<file path="src/rtl/tx_count_timer.sv">
// tx_count_timer: loadable bit-period down-counter for the serial
// transmitter. Counts cen steps from par_ld down to the terminal step.
// Parameters: WIDTH (count width), PRESCALE (cen events per step).
// Optional macro TX_CNT_PRESCALE_EN compiles in the cen prescaler.
// Ports: clk, rst (sync, active-high), ld, cen, abort, mode, par_ld
//   in; count, co, done, busy, load_err out.
module tx_count_timer #(
  parameter int unsigned WIDTH    = 8,
  parameter int unsigned PRESCALE = 4
) (
  input  logic             clk,
  input  logic             rst,
  input  logic             ld,
  input  logic             cen,
  input  logic             abort,
  input  logic             mode,
  input  logic [WIDTH-1:0] par_ld,
  output logic [WIDTH-1:0] count,
  output logic             co,
  output logic             done,
  output logic             busy,
  output logic             load_err
);

  if (WIDTH < 2 || PRESCALE < 2) begin : g_param_check
    $error("tx_count_timer: WIDTH and PRESCALE must be >= 2");
  end

  typedef enum logic {
    IDLE = 1'b0,
    RUN  = 1'b1
  } state_t;

  localparam logic [WIDTH-1:0] ONE = WIDTH'(1);

  state_t           state_q, state_d;
  logic [WIDTH-1:0] count_q, count_d;
  logic [WIDTH-1:0] reload_q, reload_d;
  logic             mode_q, mode_d;
  logic             term_q, term_d;
  logic             done_q;
  logic             lerr_q, lerr_d;
  logic             run;
  logic             ld_ok;
  logic             last;
  logic             step;

  assign run   = (state_q == RUN);
  assign last  = (count_q == ONE);
  // abort outranks ld, ld outranks a step: keep the decode one-hot.
  assign ld_ok = ld && (par_ld != '0) && !abort;

`ifdef TX_CNT_PRESCALE_EN
  localparam int unsigned PW = $clog2(PRESCALE);
  localparam logic [PW-1:0] PMAX = PW'(PRESCALE - 1);

  logic [PW-1:0] pre_q, pre_d;

  assign step = run && cen && !abort && !ld_ok
                && (pre_q == PMAX);
`else
  assign step = run && cen && !abort && !ld_ok;
`endif

  assign lerr_d = ld && (par_ld == '0) && !abort;

  always_comb begin
    count_d  = count_q;
    reload_d = reload_q;
    mode_d   = mode_q;
    state_d  = state_q;
    term_d   = 1'b0;
`ifdef TX_CNT_PRESCALE_EN
    pre_d = pre_q;
    if (run && cen) begin
      pre_d = (pre_q == PMAX) ? '0 : pre_q + 1'b1;
    end
`endif
    unique case (1'b1)
      abort: begin
        count_d = '0;
        state_d = IDLE;
`ifdef TX_CNT_PRESCALE_EN
        pre_d   = '0;
`endif
      end
      ld_ok: begin
        count_d  = par_ld;
        reload_d = par_ld;
        mode_d   = mode;
        state_d  = RUN;
`ifdef TX_CNT_PRESCALE_EN
        pre_d    = '0;
`endif
      end
      step: begin
        if (last) begin
          term_d = 1'b1;
          if (mode_q) begin
            count_d = reload_q;
          end else begin
            count_d = '0;
            state_d = IDLE;
`ifdef TX_CNT_PRESCALE_EN
            pre_d   = '0;
`endif
          end
        end else begin
          count_d = count_q - ONE;
        end
      end
      default: ;
    endcase
  end

  // done is registered once more behind the terminal-step flag so it
  // lands one cycle after the count reaches its final value.
  always_ff @(posedge clk) begin
    if (rst) begin
      state_q  <= IDLE;
      count_q  <= '0;
      reload_q <= '0;
      mode_q   <= 1'b0;
      term_q   <= 1'b0;
      done_q   <= 1'b0;
      lerr_q   <= 1'b0;
`ifdef TX_CNT_PRESCALE_EN
      pre_q    <= '0;
`endif
    end else begin
      state_q  <= state_d;
      count_q  <= count_d;
      reload_q <= reload_d;
      mode_q   <= mode_d;
      term_q   <= term_d;
      done_q   <= term_q;
      lerr_q   <= lerr_d;
`ifdef TX_CNT_PRESCALE_EN
      pre_q    <= pre_d;
`endif
    end
  end

  assign count    = count_q;
  assign busy     = run;
  assign co       = run && last;
  assign done     = done_q;
  assign load_err = lerr_q;

endmodule

</file>
<file path="config.mk">
export PLATFORM = sky130hd
export DESIGN_NAME = tx_count_timer
export DESIGN_NICKNAME = d
export VERILOG_FILES = /design/src/rtl/tx_count_timer.sv
export SDC_FILE = /design/constraint.sdc
export NUM_CORES = 1
export LEC_CHECK = 0
export BUFFER_PORTS_ARGS = -buffer_cell sky130_fd_sc_hd__buf_2
export CAP_MARGIN = 15
export CORE_UTILIZATION = 50
export DETAILED_ROUTE_END_ITERATION = 10
export GPL_ROUTABILITY_DRIVEN = 0
export GPL_TIMING_DRIVEN = 0
export PLACE_DENSITY = 0.75
export SYNTH_ARGS = -nofsm -noshare
export SYNTH_HDL_FRONTEND = slang
export SYNTH_SLANG_ARGS = --single-unit
export TNS_END_PERCENT = 1
</file>
<file path="constraint.sdc">
create_clock -name clk -period 2.7 [get_ports clk]
set_input_delay 0.27 -clock clk [delete_from_list [all_inputs] [get_ports clk]]
set_output_delay 0.27 -clock clk [all_outputs]
set_load 0.005 [all_outputs]
</file>
==> results of run 1 <==
-- final timing paths --
kind / endpoint
setup / recovery: co
setup reg to reg: count[2]
hold / removal: mode_q
hold reg to reg: done
-- logic make-up (layout without fill, tap and decap cells) --
logic type,count (synthesis),count (layout),share of synthesized area
fa+ha+maj,2,2,0.0223
buf+inv,8,37,0.0492
compound gates,39,39,0.237
mux,3,3,0.0290
flops,21,21,0.375
xor+xnor,2,2,0.0156
simple gates,52,52,0.272
-- placed cells by master, fill, tap and decap left out, drive strengths merged, types with 3 or more instances in the layout --
master,synthesis,layout
a22oi,4,4
dfxtp,21,21
or4,3,3
nor3,3,3
inv,3,3
o21ai,4,4
a211oi,4,4
nor4,5,5
nor2,9,9
nand2,19,19
a21oi,12,12
buf,2,27
clkbuf,3,7
a31oi,4,4
-- power groups by stage --
stage	registers (mW)	logic (mW)	clock network, mW
final	0.334	0.105	0.156
after floorplan	0.339	0.0658	0
after detailed placement	0.341	0.104	0
after global routing	0.336	0.116	0.168
after global placement	0.340	0.102	0
after CTS	0.334	0.105	0.155
-- registers in the layout, indices dropped and copies added, names as in the netlist --
signal    count
mode_q        1
reload_q      8
busy          1
load_err      1
term_q        1
count         8
done          1
-- per-layer routing --
layer,GRT usage,vias up,share of wire
met1,0.321,486,0.44
met3,0.0405,4,0.087
met5,0,-,0
met2,0.388,56,0.46
met4,0.0833,0,0.011
li1,-,539,-
-- cell type report --
type	instances	area [um2]	share of cell area
multi-input cells	98	644	0.494
flip-flops and latches	21	420	0.322
repair buffers	25	125	0.0959
plain buffers	5	43.8	0.0336
well taps	27	33.8	0.0259
clock buffers	4	26.3	0.0201
inverters	3	11.3	0.00863
-- through the flow --
| stage | area [um2] | instances |
|---|---|---|
| floorplan | 1120 | 127 |
| global placement | 1280 | 179 |
| detailed placement | 1280 | 179 |
| CTS | 1310 | 183 |
| global route | 1310 | 183 |
| finish | 1310 | 183 |
-- worst max-delay path, stage by stage, from the launching register on --
cell and delay (ns):
dfxtp_1 0.52, ha_1 0.30, nor3b_1 0.45, and3_1 0.22, buf_2 0.11
==> flow_summary.ini, run 1 <==
[worst_setup_path]
ff2ff_path_depth = 6
start_kind = flop
startpoint = count[0]
critPathRequiredTime_ns = 2.43
worstSetupPathType = reg -> out
timing.rr.start = count[0]
crit_fanout = 9
cp_data_arrival_time_ns = 1.90
rrSetupSlack_ns = 0.58
cp-end-kind = primary output

[drt]
antenna_left = 0
drtIter0Drc = 44
routedWlPerCell_um = 14.5
via_per_inst = 5.93
first_pass_iters = 4
wirelength_um = 2660
drc = 0
num_vias = 1085

[clock_tree]
cts_hold_buffers = 0
cts_tree = done
clockRootBuffer = clkbuf_4
clock_path_buffers = 2
cts_setup_buffers = 0
cts_sinks = 21
clk_latency_ns = 0.31
cts_resized = 0
clk_pin_slew_ns = 0.12
cts_max_level = 1
numCtsBuffers = 3

[logic_synthesis]
synth_commonest_cells = 21 x dfxtp_1, 19 x nand2_1, 12 x a21oi_1
yosys-top-cells-area = dfxtp_1 38%, nand2_1 6.4%, a21oi_1 5.4%, nor4_4 3.8%, nor2_1 3.0%
yosys.area.top_type_share = 0.375
yosys_warnings = 0
yosysUniqueCellTypes = 43
synthArstFlopShare = 0
synth_most_common_cell = dfxtp_1
yosysSeqAreaShare = 0.375
avgSynthCellArea_um2 = 8.82
ys.flop_type = dfxtp_1
syn_area_mm2 = 0.00112
syn_nets = 143
ys_ff_latch = 21
synth_area_leader_cell = dfxtp_1
netlist_instances = 127
synth_edf_count = 0

[global_route]
grt_usage = 0.240
grt_overflow = 0
grt_max_degree = 12
antenna_found_initial = 0
grt_pass1_vias = 941
grt_pass1_wl_um = 4440

[floorplanning]
die_w_um = 49.3
start_util = 0.548
fp.dieArea_mm2 = 0.00243
die_h_um = 49.3
core_mm2 = 0.00204
ios = 26
fp-row-count = 16

[pwr]
power_frac_comb = 0.176
swShare = 0.285
intPower_uw = 426
total_power_uw = 595
pwr-share-seq = 0.562
ir_worst_vdd_mv = 0.277
leakage_nw = 0.517
netSwitchingPower_uw = 170
power_density_mw_per_mm2 = 456
clkPwrFrac = 0.262

[sta]
slew_viol_final = 0
setup_viol = 0
whs_ns = 0.210
rsz0062_at_grt = false
final.min_clock_period_ns = 2.17
slew_headroom = 0.557
finalHoldViolations = 0
max_freq_mhz = 460
timing.final.crit_share = 0.805
timing.final.ws_setup_ns = 0.526
worst_pin_slew_ns = 0.659
tns_ns = 0
skew_ns = 0.00437

[finish]
fin_nets = 173
syn2layout_area_growth_pct = 16.5
antenna_cells = 0
drive_above_1_share = 0.263
nFillCells = 196
fin_util = 0.639

[placed_design]
port_buffers = 25
dp_hpwl_um = 2020
place_ws_ns = 0.657

[outcome]
outcome = finished clean

[worst_hold_path]
hold_depth = 3
hold_start = mode
hp-class = in -> reg

[run]
cap_viol_max_count = 0
Note: power is estimated with default switching activity, not from simulation.
==> inputs of run 2 (changes only) <==
Clock period 2.7 ns to 2.2 ns, I/O delays scaled along.
==> flow_summary.ini, run 2 (synthesized netlist as in run 1, its figures left out) <==
[sta]
max_freq_mhz = 480
finalHoldViolations = 0
setup_viol = 0
timing.final.ws_setup_ns = 0.116
rsz0062_at_grt = false
skew_ns = 0.00519
slew_headroom = 0.514
tns_ns = 0
final.min_clock_period_ns = 2.08
timing.final.crit_share = 0.947
worst_pin_slew_ns = 0.722
slew_viol_final = 0

[finish]
antenna_cells = 0
layout_common_cells = 25 x buf_2, 21 x dfxtp_1, 19 x nand2_1
syn2layout_area_growth_pct = 17.0
fin_nets = 173
stdcell_area_mm2 = 0.00131
layout_commonest_cell = buf_2
drive_above_1_share = 0.269
final_cell_count_no_fill = 183

[placed_design]
dp_hpwl_um = 2020
port_buffers = 25
place_ws_ns = 0.157
placed_cells = 179
place_area_mm2 = 0.00128

[global_route]
grt_pass1_wl_um = 4440
grt_overflow = 0
grt_pass1_vias = 941
antenna_found_initial = 0
grt_usage = 0.240
grt_max_degree = 12

[drt]
wirelength_um = 2680
num_vias = 1075
first_pass_iters = 4
drc = 0
antenna_left = 0
via_per_inst = 5.87
drtIter0Drc = 33
routedWlPerCell_um = 14.6

[clock_tree]
clk_pin_slew_ns = 0.12
clockRootBuffer = clkbuf_4
cts_hold_buffers = 0
cts_setup_buffers = 0
cts_sinks = 21
clk_latency_ns = 0.31
numCtsBuffers = 3
clock_path_buffers = 2
cts_tree = done
cts_max_level = 1

[worst_setup_path]
ff2ff_path_depth = 7
rrSetupSlack_ns = 0.12
crit_slowest_cell = or4_4
timing.rr.start = count[1]
worstSetupPathType = reg -> reg
startpoint = count[1]
path_cells = inv_1, ha_1, nand2b_2, nor4_2, or4_4, a311o_1, a31oi_1
crit_end = count[4]
crit_fanout = 7
cp_data_arrival_time_ns = 2.33
cp_slowest_stage_delay_ns = 0.51
start_kind = flop
cp-end-kind = flop
timing.rr.end = count[4]
critPathRequiredTime_ns = 2.45

[pwr]
power_density_mw_per_mm2 = 559
power_frac_comb = 0.177
swShare = 0.286
pwr-share-seq = 0.560
intPower_uw = 523
clkPwrFrac = 0.263
leakage_nw = 0.521
total_power_uw = 733
netSwitchingPower_uw = 210
ir_worst_vdd_mv = 0.339

[floorplanning]
fp.dieArea_mm2 = 0.00243
die_h_um = 49.3
ios = 26
fp-row-count = 16
die_w_um = 49.3
start_util = 0.548
core_mm2 = 0.00204

[outcome]
outcome = finished clean

[worst_hold_path]
hp-class = in -> reg

[run]
cap_viol_max_count = 0
[run 2: power groups by stage]
stage	logic, mW	clock network [mW]	registers, mW
floorplan	0.0808	0	0.415
global placement	0.125	0	0.418
detailed placement	0.128	0	0.419
CTS	0.128	0.190	0.410
global route	0.142	0.207	0.413
finish	0.130	0.193	0.410
[run 2: worst min-delay path by stage]
stage                      start  endpoint  slack (ns)  cells past startpoint
final                       mode    mode_q        0.16                      3
after detailed placement  term_q      done        0.44                      1
after global routing         rst      done        0.16                      2
after global placement    term_q      done        0.42                      1
after floorplan              rst  count[4]        0.29                      1
after CTS                   mode    mode_q        0.15                      3
[run 2: metrics by stage]
step	hold slack (ns)	utilization
2_1_floorplan	0.289	-
3_3_place_gp	0.424	0.626
3_5_place_dp	0.441	0.626
4_1_cts	0.155	0.639
5_1_grt	0.158	0.642
6_report	0.158	0.642
[run 2: final cells by class]
cell class | instances | area [um2]
Buffer | 5 | 43.8
Clock buffer | 4 | 26.3
Fill cell | 193 | 732
Inverter | 3 | 11.3
Multi-Input combinational cell | 98 | 649
Sequential cell | 21 | 420
Tap cell | 27 | 33.8
Timing Repair Buffer | 25 | 125
[run 2: critical path, delay by kind of cell, from the launching register on]
family	cells	cell delay, ns
flops	1	0.48
compound gates	2	0.49
buf+inv	1	0.12
fa+ha+maj	1	0.25
simple gates	3	0.68
[run 2: repair_timing]
| item | CTS | global route |
|---|---|---|
| gates resized for setup | 0 | 1 |
| hold endpoints to repair | 0 | 0 |
| setup endpoints to repair | 0 | 2 |
[run 2: per-layer routing]
| layer | wire length [um] | vias to the layer above | track usage |
|---|---|---|---|
| li1 | - | 538 | - |
| met1 | 1230 | 485 | 0.321 |
| met2 | 1250 | 46 | 0.388 |
| met3 | 160 | 6 | 0.0405 |
| met4 | 39 | 0 | 0.0833 |
| met5 | 0 | - | 0 |
==> inputs of run 3 (changes only) <==
==> constraint.sdc (replaced) <==
create_clock -name clk -period 2.2 [get_ports clk]
set_input_delay 0.44 -clock clk [delete_from_list [all_inputs] [get_ports clk]]
set_output_delay 0.44 -clock clk [all_outputs]
set_load 0.005 [all_outputs]
==> flow_summary.ini, run 3 (synthesized netlist as in run 1, its figures left out) <==
[outcome]
outcome = finished clean

[worst_setup_path]
startpoint = count[1]
timing.rr.end = count[4]
critPathRequiredTime_ns = 2.43
rrSetupSlack_ns = 0.08
worstSetupPathType = reg -> reg
crit_fanout = 7
cp_data_arrival_time_ns = 2.35
crit_end = count[4]
crit_slowest_cell = or4_4
start_kind = flop
path_cells = inv_1, ha_1, nand2b_2, nor4_2, or4_4, a311o_1, a31oi_1
timing.rr.start = count[1]
ff2ff_path_depth = 7
cp_slowest_stage_delay_ns = 0.51
cp-end-kind = flop

[run]
cap_viol_max_count = 0

[sta]
worst_pin_slew_ns = 0.511
timing.final.crit_share = 0.965
slew_viol_final = 0
setup_viol = 0
finalHoldViolations = 0
final.min_clock_period_ns = 2.12
slew_headroom = 0.659
rsz0062_at_grt = false
tns_ns = 0
max_freq_mhz = 471
skew_ns = 0.0115
whs_ns = 0.387

[placed_design]
port_buffers = 25
place_area_mm2 = 0.00128
dp_hpwl_um = 2020

[floorplanning]
fp-row-count = 16
die_w_um = 49.3
core_mm2 = 0.00204
start_util = 0.548
fp.dieArea_mm2 = 0.00243
die_h_um = 49.3
ios = 26

[pwr]
power_density_mw_per_mm2 = 550
ir_worst_vdd_mv = 0.332
total_power_uw = 728
leakage_nw = 0.521

[global_route]
grt_pass1_vias = 942
grt_overflow = 0
grt_max_degree = 12
grt_usage = 0.240
grt_pass1_wl_um = 4450
antenna_found_initial = 0

[finish]
stdcell_area_mm2 = 0.00132
antenna_cells = 0
layout_commonest_cell = buf_2
fin_util = 0.648
fin_nets = 173
layout_common_cells = 25 x buf_2, 20 x dfxtp_1, 19 x nand2_1
drive_above_1_share = 0.282
syn2layout_area_growth_pct = 18.2

[clock_tree]
numCtsBuffers = 3
cts_max_level = 1
cts_setup_buffers = 0
cts_tree = done
clockRootBuffer = clkbuf_4
clock_path_buffers = 2
cts_sinks = 21
cts_resized = 1
clk_latency_ns = 0.30
cts_hold_buffers = 0
clk_pin_slew_ns = 0.12

[drt]
antenna_left = 0
drtIter0Drc = 41
first_pass_iters = 4
via_per_inst = 5.97
wirelength_um = 2670
routedWlPerCell_um = 14.6
drc = 0
num_vias = 1093

[worst_hold_path]
hp-class = in -> reg
-- run 3: cell counts in the layout (fill, tap and decap cells not counted) --
No cell type changed its count.
-- run 3: how the worst min path moves through the flow --
stage | cells past startpoint | endpoint | slack (ns) | start
floorplan | 1 | done | 0.41 | term_q
global placement | 1 | done | 0.42 | term_q
detailed placement | 1 | done | 0.44 | term_q
CTS | 3 | mode_q | 0.37 | mode
global route | 2 | done | 0.38 | rst
finish | 2 | done | 0.39 | rst
-- run 3: stage by stage --
| step | cells | setup WS, ns |
|---|---|---|
| after floorplan | 127 | 0.316 |
| after global placement | 179 | 0.0618 |
| after detailed placement | 179 | 0.0752 |
| after CTS | 183 | 0.0343 |
| after global routing | 183 | 0.00322 |
| final | 183 | 0.0776 |
-- run 3: metal layers --
metal | track usage | up-vias | part of all wire
met1 | 0.321 | 498 | 0.46
met4 | 0.0833 | 0 | 0.018
met2 | 0.388 | 44 | 0.48
met5 | 0 | - | 0
met3 | 0.0405 | 10 | 0.049
li1 | - | 541 | -
-- run 3: layout make-up --
class / instances / area, um2
inverters: 3 / 11.3
fillers: 193 / 718
clock buffers: 4 / 26.3
plain buffers: 5 / 43.8
flip-flops and latches: 21 / 422
repair buffers: 25 / 125
multi-input cells: 98 / 662
well taps: 27 / 33.8
-- run 3: worst max-delay path: cells and delay by family (launching register included) --
kind	cells	cell delay (ns)
buf+inv	1	0.12
simple gates	3	0.69
flops	1	0.48
fa+ha+maj	1	0.26
compound gates	2	0.53
-- run 3: report_power, final --
group	internal, mW	switching [mW]
sequential	0.395	0.0169
clock	0.0706	0.115
combinational	0.0589	0.0727
